==> src/rtl/ps2_key_tracker.sv <==
// ps2_key_tracker: receives PS/2 frames and tracks the currently held make code.
// Ports:
//   clk, rst_n        system clock (rising edge) and async active-low reset
//   ps2_clk, ps2_data raw PS/2 lines, asynchronous to clk
//   key_code          last accepted make code
//   key_valid         high while key_code is held down
//   byte_strb         one-cycle pulse per correctly received byte
//   frame_err         one-cycle pulse on parity or stop-bit failure
module ps2_key_tracker #(
    parameter int FILTER_LEN     = 8,
    parameter int TIMEOUT_CYCLES = 200000
) (
    input  logic       clk,
    input  logic       rst_n,
    input  logic       ps2_clk,
    input  logic       ps2_data,
    output logic [7:0] key_code,
    output logic       key_valid,
    output logic       byte_strb,
    output logic       frame_err
);
    localparam int FW = $clog2(FILTER_LEN + 1);
    localparam int TW = $clog2(TIMEOUT_CYCLES + 1);

    typedef enum logic [1:0] {IDLE, DATA, PARITY, STOP} state_t;

    state_t          r_state, w_state_nxt;
    logic            r_clk_s1, r_clk_s2, r_dat_s1, r_dat_s2;
    logic            r_clk_f, r_clk_f_d;
    logic [FW-1:0]   r_flt_cnt;
    logic [TW-1:0]   r_to_cnt;
    logic [2:0]      r_bit_cnt;
    logic [7:0]      r_shift;
    logic            r_par;
    logic            r_brk;
    logic [7:0]      r_code;
    logic            r_valid, r_strb, r_err;
    logic            w_fall, w_to_hit, w_stop_edge, w_good;

    assign w_fall      = r_clk_f_d & ~r_clk_f;
    assign w_to_hit    = (r_to_cnt == TW'(TIMEOUT_CYCLES - 1));
    assign w_stop_edge = (r_state == STOP) && w_fall;
    assign w_good      = r_dat_s2 & ^{r_shift, r_par};

    assign key_code  = r_code;
    assign key_valid = r_valid;
    assign byte_strb = r_strb;
    assign frame_err = r_err;

    // Synchronizers and the glitch filter on the PS/2 clock
    always_ff @(posedge clk or negedge rst_n) begin
        if (!rst_n) begin
            r_clk_s1  <= 1'b1;
            r_clk_s2  <= 1'b1;
            r_dat_s1  <= 1'b1;
            r_dat_s2  <= 1'b1;
            r_clk_f   <= 1'b1;
            r_clk_f_d <= 1'b1;
            r_flt_cnt <= '0;
        end else begin
            r_clk_s1  <= ps2_clk;
            r_clk_s2  <= r_clk_s1;
            r_dat_s1  <= ps2_data;
            r_dat_s2  <= r_dat_s1;
            r_clk_f_d <= r_clk_f;
            if (r_clk_s2 == r_clk_f) begin
                r_flt_cnt <= '0;
            end else if (r_flt_cnt == FW'(FILTER_LEN - 1)) begin
                r_clk_f   <= ~r_clk_f;
                r_flt_cnt <= '0;
            end else begin
                r_flt_cnt <= r_flt_cnt + 1'b1;
            end
        end
    end

    always_ff @(posedge clk or negedge rst_n) begin
        if (!rst_n) r_state <= IDLE;
        else        r_state <= w_state_nxt;
    end

    always_comb begin
        w_state_nxt = r_state;
        case (r_state)
            IDLE:    w_state_nxt = (w_fall && !r_dat_s2) ? DATA : IDLE;
            DATA:    w_state_nxt = (w_fall && r_bit_cnt == 3'd7) ? PARITY : DATA;
            PARITY:  w_state_nxt = w_fall ? STOP : PARITY;
            default: w_state_nxt = w_fall ? IDLE : STOP;
        endcase
        // An edge in the same cycle as the timeout takes priority
        if (r_state != IDLE && !w_fall && w_to_hit) w_state_nxt = IDLE;
    end

    // Frame datapath, inter-edge timeout counter and key tracking
    always_ff @(posedge clk or negedge rst_n) begin
        if (!rst_n) begin
            r_to_cnt  <= '0;
            r_bit_cnt <= '0;
            r_shift   <= '0;
            r_par     <= 1'b0;
            r_brk     <= 1'b0;
            r_code    <= '0;
            r_valid   <= 1'b0;
            r_strb    <= 1'b0;
            r_err     <= 1'b0;
        end else begin
            r_to_cnt  <= (r_state == IDLE || w_fall || w_to_hit) ? '0 : r_to_cnt + 1'b1;
            r_bit_cnt <= (r_state != DATA) ? 3'd0 : r_bit_cnt + 3'(w_fall);
            if (r_state == DATA && w_fall) r_shift <= {r_dat_s2, r_shift[7:1]};
            if (r_state == PARITY && w_fall) r_par <= r_dat_s2;
            r_strb <= w_stop_edge & w_good;
            r_err  <= w_stop_edge & ~w_good;
            if (w_stop_edge && w_good) begin
                if (r_shift == 8'hF0) begin
                    r_brk <= 1'b1;
                end else if (r_shift != 8'hE0) begin
                    if (r_brk) begin
                        r_brk <= 1'b0;
                        if (r_shift == r_code) r_valid <= 1'b0;
                    end else begin
                        r_code  <= r_shift;
                        r_valid <= 1'b1;
                    end
                end
            end
        end
    end
endmodule

==> config.mk <==
export PLATFORM = sky130hd
export DESIGN_NAME = ps2_key_tracker
export DESIGN_NICKNAME = d
export VERILOG_FILES = /design/src/rtl/ps2_key_tracker.sv
export SDC_FILE = /design/constraint.sdc
export NUM_CORES = 1
export LEC_CHECK = 0
export ABC_AREA = 1
export BUFFER_PORTS_ARGS = -buffer_cell sky130_fd_sc_hd__clkbuf_2
export CAP_MARGIN = 20
export CORE_MARGIN = 5
export CORE_UTILIZATION = 60
export CTS_CLUSTER_DIAMETER = 80
export DETAILED_ROUTE_END_ITERATION = 10
export PLACE_DENSITY = 0.84
export SETUP_SLACK_MARGIN = 0.15
export SYNTH_ARGS = -nofsm -noshare
export SYNTH_HDL_FRONTEND = slang
export SYNTH_SLANG_ARGS = --single-unit
==> constraint.sdc <==
create_clock -name clk -period 1.97 [get_ports clk]
set_clock_uncertainty 0.1 [all_clocks]
set_input_delay 0.2955 -clock clk [delete_from_list [all_inputs] [get_ports clk]]
set_output_delay 0.2955 -clock clk [all_outputs]
set_load 0.02 [all_outputs]
==> results of run 1 <==
-- how the worst min path moves through the flow --
stage / to / cells after the start / start / slack [ns]
detailed placement: r_to_cnt[2]$_DFF_PN0_ / 1 / rst_n / 0.15
CTS: r_dat_s2$_DFF_PN1_ / 0 / r_dat_s1$_DFF_PN1_ / 0.26
global route: r_dat_s2$_DFF_PN1_ / 0 / r_dat_s1$_DFF_PN1_ / 0.26
floorplan: byte_strb$_DFF_PN0_ / 0 / rst_n / -0.10
global placement: r_to_cnt[2]$_DFF_PN0_ / 1 / rst_n / 0.15
finish: r_dat_s2$_DFF_PN1_ / 0 / r_dat_s1$_DFF_PN1_ / 0.26
-- power breakdown --
group          leakage (nW)  internal [mW]  switching, mW  total (mW)
clock                0.0452          0.252          0.354       0.606
sequential            0.704           1.28          0.150        1.43
combinational         0.815          0.452          0.777        1.23
total                  1.56           1.98           1.28        3.26
-- stage by stage --
step	hold WS, ns	setup WS, ns	power, mW
2_1_floorplan	-0.100	0.365	2.05
3_3_place_gp	0.153	0.114	2.21
3_5_place_dp	0.151	0.0170	2.26
4_1_cts	0.261	0.149	2.89
5_1_grt	0.262	0.0596	3.50
6_report	0.259	0.129	3.26
-- logic make-up (layout without fill, tap and decap cells) --
group | count (synthesis) | count (layout) | synth area share
AO/OA/AOI/OAI | 32 | 32 | 0.0612
XOR/XNOR | 14 | 14 | 0.0458
adder cells (fa/ha/maj) | 4 | 4 | 0.0187
buffers and inverters | 45 | 88 | 0.0668
flip-flops | 54 | 54 | 0.508
multiplexers | 1 | 1 | 0.00421
AND/OR/NAND/NOR | 166 | 169 | 0.295
-- critical path, delay by kind of cell (launching register included) --
kind / cells / cell delay (ns)
AOI/OAI and AO/OA: 2 / 0.13
adders and majority gates: 1 / 0.17
buffers and inverters: 1 / 0.19
DFF: 1 / 0.42
and+or+nand+nor: 5 / 0.73
-- cell usage in the layout, fill, tap and decap left out, drive strengths merged, types with 2 or more instances in the layout --
cell,netlist,routed
xnor2,11,11
xor2,3,3
dfrtp,48,48
nand3,18,18
inv,41,41
nor4,2,2
a21oi,14,14
nand4,15,16
nor3,5,5
nand2,87,87
dlygate4sd3,0,3
buf,3,21
or2,2,2
clkinv,0,2
nor2,35,37
ha,4,4
o21ai,16,16
dfstp,6,6
clkbuf,1,20
-- layout make-up --
class	count	area [sq um]
repair inverters	1	7.51
clock buffers	6	72.6
flip-flops and latches	54	1370
repair buffers	38	262
multi-input cells	220	1340
fillers	297	1070
clock inverters	2	13.8
well taps	52	65.1
inverters	41	156
-- repair_timing --
item                       in CTS  in global routing
setup endpoints to repair      24                 26
hold buffers                    3                  0
pin swaps                       2                 14
cloned                          0                  4
setup buffers                   1                 17
hold endpoints to repair       14                  0
resized for setup               5                 57
-- registers in the layout, indices dropped and copies added (netlist names) --
| signal | count |
|---|---|
| r_to_cnt | 18 |
| r_flt_cnt | 4 |
| r_par | 1 |
| frame_err | 1 |
| byte_strb | 1 |
| r_clk_f_d | 1 |
| r_clk_s2 | 1 |
| key_valid | 1 |
| r_dat_s2 | 1 |
| r_clk_s1 | 1 |
| r_shift | 8 |
| r_clk_f | 1 |
| r_brk | 1 |
| r_dat_s1 | 1 |
| r_state | 2 |
| key_code | 8 |
| r_bit_cnt | 3 |
-- routing by layer --
layer  part of all wire  vias up
met5                  0        -
met4              0.022        0
met3              0.040       14
met2               0.54       54
met1               0.40     1084
li1                   -     1109
==> impl_metrics.env, run 1 <==
export IMPL_grt_pass1_wl_mm=9.56
export IMPL_worstSetupPathType="flip-flop to flip-flop"
export IMPL_placed_cell_area_sq_mm=0.00281
export IMPL_grt_pass1_vias=2173
export IMPL_die_h_um=76.8
export IMPL_synth_edff_count=0
export IMPL_rr_startpoint="r_to_cnt[0]$_DFF_PN0_"
export IMPL_maxSlewViolCount=0
export IMPL_num_rows=24
export IMPL_start_util=0.615
export IMPL_final_hold_violation_count=0
export IMPL_pwr_density_cell_mw_per_mm2=993
export IMPL_fp_coreArea_sq_mm=0.00435
export IMPL_fin_util=0.754
export IMPL_vias=2261
export IMPL_rrSetupSlack_ns=0.13
export IMPL_nets=369
export IMPL_cts_sinks=54
export IMPL_end_kind="flip-flop"
export IMPL_io_buffers=14
export IMPL_synthTopCellsByCount="85 x nand2_1, 48 x dfrtp_1, 40 x inv_1, 28 x nor2_1, 16 x o21ai_0"
export IMPL_syn_area_sq_mm=0.00268
export IMPL_drt_total_wl_mm=5.93
export IMPL_die_w_um=76.8
export IMPL_synth_nets=324
export IMPL_critPathMaxStageDelay_ns=0.42
export IMPL_cts_tree="yes"
export IMPL_cap_viol_max_count=0
export IMPL_cp_max_fo=5
export IMPL_hpwl_mm=3.72
export IMPL_drc=0
export IMPL_crit_path_start_kind="flip-flop"
export IMPL_grt_max_degree=22
export IMPL_first_pass_iters=4
export IMPL_synth_flop_cell="dfrtp_1"
export IMPL_clockRootBuffer="clkbuf_8"
export IMPL_cp_required_ns=2.06
export IMPL_status="complete, no violations"
export IMPL_layout_drive_gt1_share=0.318
export IMPL_startpoint="r_to_cnt[0]$_DFF_PN0_"
export IMPL_antennaDiodeCount=0
export IMPL_drtIter0Drc=219
export IMPL_dp_cells=381
export IMPL_cp_arrival_ns=1.93
export IMPL_reg2reg_to="r_to_cnt[4]$_DFF_PN0_"
export IMPL_yosysTopAreaCell="dfrtp_1"
export IMPL_fp_dieArea_sq_mm=0.00590
export IMPL_gp_congestion=0.815
export IMPL_met2_usage=0.346
export IMPL_ys_seq_area_frac=0.508
export IMPL_wl_per_cell_um=14.3
export IMPL_grt_met1_usage=0.232
export IMPL_ant_nets=0
export IMPL_syn_to_final_growth_pct=22.7
export IMPL_clockBufferDepth=2
export IMPL_ir_drop_mv=0.956
export IMPL_synth_cells=316
export IMPL_rsz0062_at_grt="true"
export IMPL_setup_viol=0
export IMPL_tightestPinTransition_ns=0.450
export IMPL_htree_levels=2
export IMPL_grtUsageMet3=0.0293
export IMPL_cts_inserted_buffers=5
export IMPL_hp_class="flip-flop to flip-flop"
export IMPL_avgSynthCellArea_sq_um=8.47
export IMPL_fin_cells=414
export IMPL_ff2ff_path_depth=9
export IMPL_finalCriticalPeriod_ns=1.84
export IMPL_antenna_found_initial=0
export IMPL_clk_latency_ns=0.31
export IMPL_path_cells="ha_4, nand3_4, nor2_4, nand2_2, nor4_4, buf_4, nor2_4, o21ai_2, a21oi_2"
export IMPL_ys_types=32
export IMPL_critPathMostFrequentCell="nor2_4"
export IMPL_synth_top_area_share=0.449
export IMPL_total_leakage_power_nw=1.56
export IMPL_cts_clk_slew_worst_paths_ns=0.09
export IMPL_grt_use_total=0.193
export IMPL_fin_setup_tns_ns=0
export IMPL_io_pins=15
export IMPL_ys_warn_count=0
export IMPL_gr_max_usage_layer="met2"
export IMPL_timing_final_crit_share=0.934
export IMPL_synth_most_common_cell="nand2_1"
export IMPL_async_flop_share=1.00
export IMPL_ys_seq_elements=54
export IMPL_crit_slowest_cell="dfrtp_1"
export IMPL_avgViaCountPerCell=5.46
export IMPL_fmax_mhz=543
export IMPL_overflow=0
export IMPL_synth_top_cells_by_area="dfrtp_1 45%, nand2_1 12%, dfstp_2 5.9%"
export IMPL_maxSlewHeadroom=0.699
export IMPL_worstSetupEndpoint="r_to_cnt[4]$_DFF_PN0_"
export IMPL_design_area_sq_mm=0.00328
No activity file was read; power rests on OpenSTA's default activity.
==> inputs of run 2 (changes only) <==
--- a/config.mk
+++ b/config.mk
@@ -12,7 +12,7 @@
 export CORE_UTILIZATION = 60
 export CTS_CLUSTER_DIAMETER = 80
 export DETAILED_ROUTE_END_ITERATION = 10
-export PLACE_DENSITY = 0.84
+export PLACE_DENSITY = 0.77
 export SETUP_SLACK_MARGIN = 0.15
 export SYNTH_ARGS = -nofsm -noshare
 export SYNTH_HDL_FRONTEND = slang
==> run 2 against run 1 <==
Effect of this change:
- sequential cell count unchanged
- total power decreased by 8.6%
- first-iteration DRC count up 3.2%
- critical endpoint is now r_brk$_DFFE_PN0P_
==> impl_metrics.env, run 2 (synthesis gave the netlist of run 1 again) <==
export IMPL_io_buffers=14
export IMPL_finalCriticalPeriod_ns=1.80
export IMPL_grt_pass1_vias=1959
export IMPL_largest_reg_flops=18
export IMPL_hp_class="flip-flop to flip-flop"
export IMPL_die_h_um=76.8
export IMPL_clk_latency_ns=0.30
export IMPL_antennaDiodeCount=0
export IMPL_fin_setup_tns_ns=0
export IMPL_cts_tree="yes"
export IMPL_grt_pass1_wl_mm=8.93
export IMPL_grt_max_degree=36
export IMPL_die_w_um=76.8
export IMPL_status="complete, no violations"
export IMPL_start_util=0.615
export IMPL_num_rows=24
export IMPL_fp_coreArea_sq_mm=0.00435
export IMPL_cts_sinks=54
export IMPL_gp_congestion=0.881
export IMPL_grt_use_total=0.183
export IMPL_seqCellArea_sq_mm=0.00137
export IMPL_cp_required_ns=2.06
export IMPL_cts_inserted_buffers=5
export IMPL_setup_viol=0
export IMPL_avgViaCountPerCell=5.51
export IMPL_critPathMostFrequentCell="nand2_1"
export IMPL_final_hold_violation_count=0
export IMPL_htree_levels=2
export IMPL_total_leakage_power_nw=1.54
export IMPL_drc=0
export IMPL_clockBufferDepth=2
export IMPL_drtIter0Drc=226
export IMPL_worstSetupPathType="flip-flop to flip-flop"
export IMPL_fp_dieArea_sq_mm=0.00590
export IMPL_hpwl_mm=3.61
export IMPL_worst_slack_ns=0.169
export IMPL_cap_viol_max_count=0
export IMPL_cp_arrival_ns=1.89
export IMPL_critPathMaxStageDelay_ns=0.44
export IMPL_clockRootBuffer="clkbuf_8"
export IMPL_cp_max_fo=6
export IMPL_path_delay_family="simple AND/OR/NAND/NOR gates"
export IMPL_crit_slowest_cell="dfrtp_2"
export IMPL_nets=359
export IMPL_io_pins=15
export IMPL_end_kind="flip-flop"
export IMPL_path_cells="inv_1, nand2_1, nand2_1, nand3_1, nand2_1, inv_1, nand2_1, nand3_2, nor2_4, nand2_1, nand2_1, nand2_1"
export IMPL_maxSlewHeadroom=0.650
export IMPL_final_common_cell="nand2_1"
export IMPL_vias=2227
export IMPL_maxSlewViolCount=0
export IMPL_antenna_found_initial=0
export IMPL_critPathBufInv=2
export IMPL_largest_register="r_to_cnt"
export IMPL_tightestPinTransition_ns=0.526
export IMPL_fill_cells=310
export IMPL_final_cell_mix="80 x nand2_1, 40 x dfrtp_1, 35 x inv_1"
export IMPL_crit_path_start_kind="flip-flop"
export IMPL_rsz0062_at_grt="true"
export IMPL_fmax_mhz=555
export IMPL_multiInputGateArea_sq_mm=0.00128
export IMPL_timing_final_crit_share=0.914
export IMPL_drt_total_wl_mm=5.68
export IMPL_ant_nets=0
export IMPL_overflow=0
export IMPL_rrSetupSlack_ns=0.17
export IMPL_wl_per_cell_um=14.1
export IMPL_syn_to_final_growth_pct=18.0
export IMPL_place_ws_ns=0.104
export IMPL_first_pass_iters=4
export IMPL_layout_drive_gt1_share=0.247
export IMPL_pwr_density_cell_mw_per_mm2=943
export IMPL_cts_clk_slew_worst_paths_ns=0.09
export IMPL_ir_drop_mv=0.616
## run 2: changes by cell type in the layout (fill, tap and decap cells not counted), moves of 3 or more
cell and change:
o21ai_2 -3, buf_4 -10, o21ai_0 +5, nand2_1 +7
a21oi_1 +4, nand2_2 -7, nor3_2 -4, a21oi_2 -4
## run 2: final cells by class
class,count,area share
flip-flops and latches,54,0.434
multi-input cells,220,0.405
repair buffers,29,0.0654
inverters,41,0.0495
clock buffers,8,0.0254
well taps,52,0.0206
## run 2: path summary, 6_finish.rpt
path                                   startpoint                      end  cells past startpoint
min                            r_clk_s1$_DFF_PN1_       r_clk_s2$_DFF_PN1_                      0
max                        r_shift[3]$_DFFE_PN0P_        r_brk$_DFFE_PN0P_                     12
min reg2reg                    r_clk_s1$_DFF_PN1_       r_clk_s2$_DFF_PN1_                      0
min in group asynchronous                   rst_n  key_code[0]$_DFFE_PN0P_                      2
max in group asynchronous                   rst_n       r_dat_s1$_DFF_PN1_                      3
max reg2reg                r_shift[3]$_DFFE_PN0P_        r_brk$_DFFE_PN0P_                     12
## run 2: repair_timing
item / CTS / global route
buffers inserted: 0 / 9
pin swaps: 0 / 9
resized for setup: 3 / 36
gates cloned: 0 / 3
hold endpoints to repair: 21 / 0
endpoints found under the setup margin: 19 / 29
hold buffers: 3 / 0
## run 2: power by group
part / internal, mW / switching [mW]
clock network: 0.253 / 0.325
registers: 1.28 / 0.138
logic: 0.339 / 0.646
## run 2: stage by stage
stage / instance area, sq um / total power [mW] / hold WS, ns / util / instances
3_3_place_gp: 2820 / 2.24 / 0.191 / 0.648 / 381
5_1_grt: 3160 / 3.20 / 0.266 / 0.725 / 404
3_5_place_dp: 2820 / 2.26 / 0.195 / 0.648 / 381
6_report: 3160 / 2.98 / 0.259 / 0.725 / 404
4_1_cts: 2950 / 2.86 / 0.260 / 0.678 / 392
2_1_floorplan: 2680 / 2.05 / -0.100 / - / 316
## run 2: layer usage
| metal | vias to the layer above | global-route usage | wire length, um |
|---|---|---|---|
| met1 | 1054 | 0.233 | 2390 |
| met4 | 0 | 0.0664 | 91 |
| met3 | 9 | 0.0340 | 302 |
| met2 | 76 | 0.309 | 2890 |
| met5 | - | 0 | 0 |
| li1 | 1088 | - | - |
